$ cat config.mk
export PLATFORM = sky130hd
export DESIGN_NAME = man_dist_engine
export DESIGN_NICKNAME = d
export VERILOG_FILES = /design/src/rtl/man_pkg.sv /design/src/rtl/man_absdiff.sv /design/src/rtl/man_dist_engine.sv
export SDC_FILE = /design/constraint.sdc
export NUM_CORES = 1
export LEC_CHECK = 0
export CAP_MARGIN = 5
export CORE_MARGIN = 4
export CORE_UTILIZATION = 35
export DETAILED_ROUTE_END_ITERATION = 7
export MAX_ROUTING_LAYER = met4
export PLACE_DENSITY = 0.68
export SYNTH_ARGS = -nofsm -noshare
export SYNTH_HDL_FRONTEND = slang
export SYNTH_SLANG_ARGS = --single-unit
$ cat constraint.sdc
create_clock -name clk -period 2.7 [get_ports clk]
set_clock_uncertainty 0.05 [all_clocks]
set_input_delay 0.54 -clock clk [delete_from_list [all_inputs] [get_ports clk]]
set_output_delay 0.54 -clock clk [all_outputs]
set_load 0.02 [all_outputs]
$ cat src/rtl/man_pkg.sv
// ---------------------------------------------------------------------------
// man_pkg
//   Shared definitions for the Manhattan-distance engine.
//   - man_state_e : control FSM states
//   - ACC_W       : accumulator / result width
//   - ABS_MAX_W   : widest element the absdiff helper accepts
//   - absdiff()   : unsigned |a-b| that never goes negative
// ---------------------------------------------------------------------------
package man_pkg;

    typedef enum logic [2:0] {
        IDLE    = 3'd0,
        ISSUE   = 3'd1,
        DRAIN   = 3'd2,
        PUBLISH = 3'd3,
        WAIT_TX = 3'd4
    } man_state_e;

    localparam int ACC_W     = 32;
    localparam int ABS_MAX_W = 32;

    // Subtract the smaller operand from the larger so the result is never negative.
    function automatic logic [ABS_MAX_W-1:0] absdiff(
        input logic [ABS_MAX_W-1:0] a,
        input logic [ABS_MAX_W-1:0] b
    );
        logic [ABS_MAX_W-1:0] r;
        if (a >= b) begin
            r = a - b;
        end else begin
            r = b - a;
        end
        return r;
    endfunction

endpackage

$ cat src/rtl/man_absdiff.sv
// ---------------------------------------------------------------------------
// man_absdiff
//   Registered absolute-difference stage with its valid flag.
//   Ports:
//     clk, reset   : clock, synchronous active-high reset
//     in_valid     : a/b carry a real element this cycle
//     a, b         : ELEM_W-bit unsigned operands
//     diff         : registered |a-b|
//     diff_valid   : registered copy of in_valid
// ---------------------------------------------------------------------------
module man_absdiff
    import man_pkg::*;
#(
    parameter int ELEM_W = 8
) (
    input  logic              clk,
    input  logic              reset,
    input  logic              in_valid,
    input  logic [ELEM_W-1:0] a,
    input  logic [ELEM_W-1:0] b,
    output logic [ELEM_W-1:0] diff,
    output logic              diff_valid
);

    logic [ELEM_W-1:0] diff_d, diff_q;
    logic              valid_d, valid_q;

    // Next-state: |a-b| fits in ELEM_W bits, so the narrowing cast loses nothing.
    always_comb begin
        diff_d  = ELEM_W'(absdiff(ABS_MAX_W'(a), ABS_MAX_W'(b)));
        valid_d = in_valid;
    end

    // Stage-1 pipeline register.
    always_ff @(posedge clk) begin
        if (reset) begin
            diff_q  <= '0;
            valid_q <= 1'b0;
        end else begin
            diff_q  <= diff_d;
            valid_q <= valid_d;
        end
    end

    assign diff       = diff_q;
    assign diff_valid = valid_q;

endmodule

$ cat src/rtl/man_dist_engine.sv
// ---------------------------------------------------------------------------
// man_dist_engine
//   Streams vectors A and B from two BRAMs sharing one address, accumulates
//   sum |A[i]-B[i]| and hands the 32-bit result to the UART serialiser.
//   Ports:
//     clk, reset          : clock, synchronous active-high reset
//     start               : compute request, only looked at in IDLE
//     rd_en, addr         : BRAM read enable / shared address
//     a_data, b_data      : BRAM outputs, valid RD_LAT cycles after rd_en
//     man                 : result, zero-extended, held until the next start
//     en_txMAN            : one-cycle pulse, man is valid
//     done_txMAN          : serialiser finished, honoured only in WAIT_TX
//     busy                : high outside IDLE
//     done                : one-cycle pulse on return to IDLE
//   Build option:
//     MAN_PIPE_REG_EN     : adds a register between |a-b| and the accumulator
//                           (one extra cycle of latency, same result).
// ---------------------------------------------------------------------------
module man_dist_engine
    import man_pkg::*;
#(
    parameter int N_ELEM = 1024,
    parameter int ELEM_W = 8,
    parameter int RD_LAT = 2,
    parameter int ADDR_W = (N_ELEM > 1) ? $clog2(N_ELEM) : 1
) (
    input  logic              clk,
    input  logic              reset,
    input  logic              start,
    output logic              rd_en,
    output logic [ADDR_W-1:0] addr,
    input  logic [ELEM_W-1:0] a_data,
    input  logic [ELEM_W-1:0] b_data,
    output logic [31:0]       man,
    output logic              en_txMAN,
    input  logic              done_txMAN,
    output logic              busy,
    output logic              done
);

    localparam logic [ADDR_W-1:0] LAST_ADDR = ADDR_W'(N_ELEM - 1);

    man_state_e        state_d, state_q;
    logic              rd_en_d, rd_en_q;
    logic [ADDR_W-1:0] addr_d, addr_q;
    logic [ACC_W-1:0]  acc_d, acc_q;
    logic [31:0]       man_d, man_q;
    logic              en_tx_d, en_tx_q;
    logic              busy_d, busy_q;
    logic              done_d, done_q;
    logic [RD_LAT-1:0] vpipe_d, vpipe_q;

    logic [ELEM_W-1:0] d1;
    logic              d1_valid;
    logic [ELEM_W-1:0] stage_diff;
    logic              stage_valid;
    logic              pipe_busy;

    // Stage 1: registered |a-b|, qualified by the tail of the valid pipe.
    man_absdiff #(
        .ELEM_W (ELEM_W)
    ) u_absdiff (
        .clk        (clk),
        .reset      (reset),
        .in_valid   (vpipe_q[RD_LAT-1]),
        .a          (a_data),
        .b          (b_data),
        .diff       (d1),
        .diff_valid (d1_valid)
    );

`ifdef MAN_PIPE_REG_EN
    logic [ELEM_W-1:0] d2_d, d2_q;
    logic              d2_valid_d, d2_valid_q;

    // Next-state for the optional retiming register.
    always_comb begin
        d2_d       = d1;
        d2_valid_d = d1_valid;
    end

    // Optional retiming register between stage 1 and the accumulator.
    always_ff @(posedge clk) begin
        if (reset) begin
            d2_q       <= '0;
            d2_valid_q <= 1'b0;
        end else begin
            d2_q       <= d2_d;
            d2_valid_q <= d2_valid_d;
        end
    end

    assign stage_diff  = d2_q;
    assign stage_valid = d2_valid_q;
    assign pipe_busy   = (vpipe_q != '0) || d1_valid || d2_valid_q;
`else
    assign stage_diff  = d1;
    assign stage_valid = d1_valid;
    assign pipe_busy   = (vpipe_q != '0) || d1_valid;
`endif

    // Control FSM, address counter, valid pipe and accumulator next-state.
    always_comb begin
        state_d = state_q;
        rd_en_d = 1'b0;
        addr_d  = addr_q;
        man_d   = man_q;
        en_tx_d = 1'b0;
        done_d  = 1'b0;

        // The valid pipe mirrors rd_en so it lines up with the BRAM read latency;
        // the oldest bit falls off the top.
        vpipe_d = RD_LAT'({vpipe_q, rd_en_q});

        if (stage_valid) begin
            acc_d = acc_q + ACC_W'(stage_diff);
        end else begin
            acc_d = acc_q;
        end

        case (state_q)
            IDLE: begin
                if (start) begin
                    state_d = ISSUE;
                    rd_en_d = 1'b1;
                    addr_d  = '0;
                    acc_d   = '0;
                end else begin
                    state_d = IDLE;
                end
            end
            ISSUE: begin
                if (addr_q == LAST_ADDR) begin
                    state_d = DRAIN;
                    rd_en_d = 1'b0;
                    addr_d  = '0;
                end else begin
                    rd_en_d = 1'b1;
                    addr_d  = addr_q + ADDR_W'(1);
                end
            end
            DRAIN: begin
                // Result is loaded on entry to PUBLISH so man is already valid
                // in the cycle en_txMAN is high.
                if (!pipe_busy) begin
                    state_d = PUBLISH;
                    man_d   = 32'(acc_q);
                    en_tx_d = 1'b1;
                end else begin
                    state_d = DRAIN;
                end
            end
            PUBLISH: begin
                state_d = WAIT_TX;
            end
            WAIT_TX: begin
                // A start arriving alongside done_txMAN is dropped.
                if (done_txMAN) begin
                    state_d = IDLE;
                    done_d  = 1'b1;
                end else begin
                    state_d = WAIT_TX;
                end
            end
            default: begin
                state_d = IDLE;
            end
        endcase

        busy_d = (state_d != IDLE);
    end

    // Control and datapath state registers.
    always_ff @(posedge clk) begin
        if (reset) begin
            state_q <= IDLE;
            rd_en_q <= 1'b0;
            addr_q  <= '0;
            acc_q   <= '0;
            man_q   <= 32'd0;
            en_tx_q <= 1'b0;
            busy_q  <= 1'b0;
            done_q  <= 1'b0;
            vpipe_q <= '0;
        end else begin
            state_q <= state_d;
            rd_en_q <= rd_en_d;
            addr_q  <= addr_d;
            acc_q   <= acc_d;
            man_q   <= man_d;
            en_tx_q <= en_tx_d;
            busy_q  <= busy_d;
            done_q  <= done_d;
            vpipe_q <= vpipe_d;
        end
    end

    assign rd_en    = rd_en_q;
    assign addr     = addr_q;
    assign man      = man_q;
    assign en_txMAN = en_tx_q;
    assign busy     = busy_q;
    assign done     = done_q;

endmodule

==> metrics <==
status finished, final reports clean; Clock Latency Late Sink 0.35 ns; routed len/inst 14.0 microns; CP dominant cell by count a31oi_2; Worst R2R Path Depth 8; reg2reg setup slack 0.15 ns; Residual DRC 0; Nets ~700; top-area cell type share of the netlist area 0.390; # rows 42; Final ANT Viol Nets 0; Synth cell types 61; Yosys reg bits 92; worst hold endpoint man[15]$_SDFFE_PP0P_; initial antenna violation count 0; CTS tree done; critical path, cell by cell clkdlybuf4s50_1 > inv_1 > ha_2 > a21oi_4 > a31oi_2 > buf_4 > nor3_4 > mux2_4 > a31oi_2 > mux2_2; CTS Buffer Depth 2; Initial DRT Pass Iterations 4; Startpoint Class input pin; Tcrit/Tclk final 0.977; EDFF count, synth 0; worst-margin pin slew 0.954 ns; Mapped Avg Cell Area about 8.4 sq um; Area Overhead vs Synth 30.7%; total CTS buffers 9; post-route cell area 0.00617 sq mm; Mapped Area 0.00472 sq mm; Compound-Gate Fraction of Synth Area 0.191; clk slew on worst S/H paths 0.06 ns; height of the die about 120 microns; worst vdd ir 0.287 mV; TNS Setup 0 ns; multi-input logic area 0.00278 sq mm; CP max stage delay 0.52 ns; Port Buffers 65; most instantiated cells after synthesis 96 x nand2_1, 92 x dfxtp_1, 66 x a21oi_1; DR vias/cell 5.19; Seq/Total Area, Yosys 0.390; first-pass GRT wire length 19000 microns; vias in the first global route 4219; post-synthesis mux area share 0.0427; worst hold start man[15]$_SDFFE_PP0P_; Sequential cell area 0.00184 sq mm; Iteration-0 DRC Markers 184; Num Clock Sinks 92; final setup violation count 0; Net Count, Synth slightly above 600; most common cell in the synthesized netlist nand2_1; H-tree levels 3; Synth Area in Adders 0.0764; Overflow after GRT 0; Slew HR 0.361; drt total wl 11600 microns; share of cells above drive strength 1 0.151; die width 124 microns; Routability Congestion approximately 0.86; CP max stage cell clkdlybuf4s50_1; layout filler cell count 1345; post-layout min period 2.64 ns; Synth area leader dfxtp_1; max_cap viols 0; CORE AREA 0.0132 sq mm; die area 0.0154 sq mm; ANT cells 0; FF-to-FF End acc_q[18]$_SDFF_PP0_; maximum fanout along the worst path 4; ys async rst share 0; WS Path Type in -> reg; Root Buffer clkbuf_16; # hold bufs at CTS 0; Area contributors post-synth dfxtp_1 39%, nand2_1 7.6%, a21oi_1 7.0%, ha_1 6.4%, nor2_1 3.1%; GRT Total Usage 0.155; hold crit path type reg -> reg; largest net degree at the start of global routing 46; LEAKAGE 2.41 nW; Synth Flop Type dfxtp_1; pwr dens about 500 mW/mm^2; Slew Limit Fails 0; Critical Path Sink Type register; Post-DP Area 0.00570 sq mm; Required @ worst endpoint ~2.9 ns; I/O pin count 66; CP arrival 2.81 ns; Simple-Gate Fraction of Synth Area 0.237; Max Freq between 300 and 400 MHz; Hold Crit Depth 2; XOR/XNOR Fraction of Synth Area 0.0148; largest family of logic cells by synthesized area simple AND/OR/NAND/NOR gates; final hold violations 0; placed wire-length estimate 8310 microns; Initial Util 0.356; vias 4310; synth warn 0; Syn Inst Count 561; Critical R2R Launch acc_q[0]$_SDFF_PP0_
routing by layer:
layer  wire (microns)  vias up  GRT usage
met2             5570      100      0.254
li1                 -     2178          -
met4              225        0     0.0650
met3              502       22     0.0332
met5                0        -          -
met1             5290     2010      0.187
power breakdown:
part	switching (mW)	internal (mW)	total (mW)
sequential	0.0150	1.38	1.40
clock	0.535	0.682	1.22
combinational	0.214	0.204	0.419
flip-flops by register name, indices dropped and copies added (netlist names):
register              flops
u_absdiff.diff_valid      1
done                      1
busy                      1
rd_en                     1
u_absdiff.diff            8
vpipe_q                   2
addr                     10
man                      32
en_txMAN                  1
state_q                   3
acc_q                    32
critical path, delay by kind of cell:
| family | cells | cell delay, ns |
|---|---|---|
| compound gates | 3 | 0.42 |
| buf+inv | 3 | 0.73 |
| mux | 2 | 0.69 |
| fa+ha+maj | 1 | 0.20 |
| simple gates | 1 | 0.24 |
through the flow:
step / total power [mW] / worst slack (ns) / cells / util / hold WS, ns
floorplan: 1.68 / 0.141 / 561 / - / 0.390
global placement: 1.80 / -0.494 / 808 / 0.430 / 0.396
detailed placement: 1.81 / -0.547 / 808 / 0.430 / 0.395
CTS: 3.04 / 0.00778 / 826 / 0.456 / 0.410
global route: 3.16 / -0.0273 / 830 / 0.466 / 0.429
finish: 3.03 / 0.0617 / 830 / 0.466 / 0.405
logic make-up after synthesis:
logic type / count (synthesis)
and+or+nand+nor: 224
AOI/OAI and AO/OA: 141
DFF: 92
buffers and inverters: 50
adders and majority gates: 27
muxes: 19
xor gates and xnor gates: 8
cell usage in the layout (no fill, tap or decap), drive strengths merged, types with 3 or more instances in the layout:
master	count
mux2	6
nor3	5
o21ai	20
a21o	4
nand2	96
inv	24
or3	15
xor2	5
ha	24
and4	3
nand3	12
nand4	9
and3	10
xnor2	3
buf	41
a31oi	11
clkdlybuf4s50	59
nor2b	9
o31ai	8
fa	3
o211ai	4
a41o	4
dfxtp	92
or4	7
nor2	40
dlymetal6s2s	3
nand3b	10
o41ai	3
mux2i	13
o311ai	4
a21oi	67
clkbuf	11
how the worst max path moves through the flow:
stage,from,to,cells after the start
6_report,b_data[2],u_absdiff.diff[7]$_SDFF_PP0_,10
3_3_place_gp,a_data[3],u_absdiff.diff[5]$_SDFF_PP0_,10
3_5_place_dp,a_data[0],u_absdiff.diff[5]$_SDFF_PP0_,11
4_1_cts,a_data[1],u_absdiff.diff[7]$_SDFF_PP0_,10
2_1_floorplan,a_data[0],u_absdiff.diff[7]$_SDFF_PP0_,10
5_1_grt,b_data[2],u_absdiff.diff[7]$_SDFF_PP0_,10
layout make-up:
class / instances / share of cell area
clock buffers: 11 / 0.0410
clock inverters: 5 / 0.00669
inverters: 22 / 0.0134
multi-input cells: 419 / 0.450
flip-flops and latches: 92 / 0.299
well taps: 176 / 0.0357
repair buffers: 105 / 0.155
repair_timing:
action / in CTS / in global routing
resized for setup: 11 / 19
buffers inserted: 2 / 4
endpoints found under the setup margin: 6 / 10
endpoints found under the hold margin: 0 / 0
pin swaps: 4 / 5
Note: power is estimated with default switching activity, not from simulation.
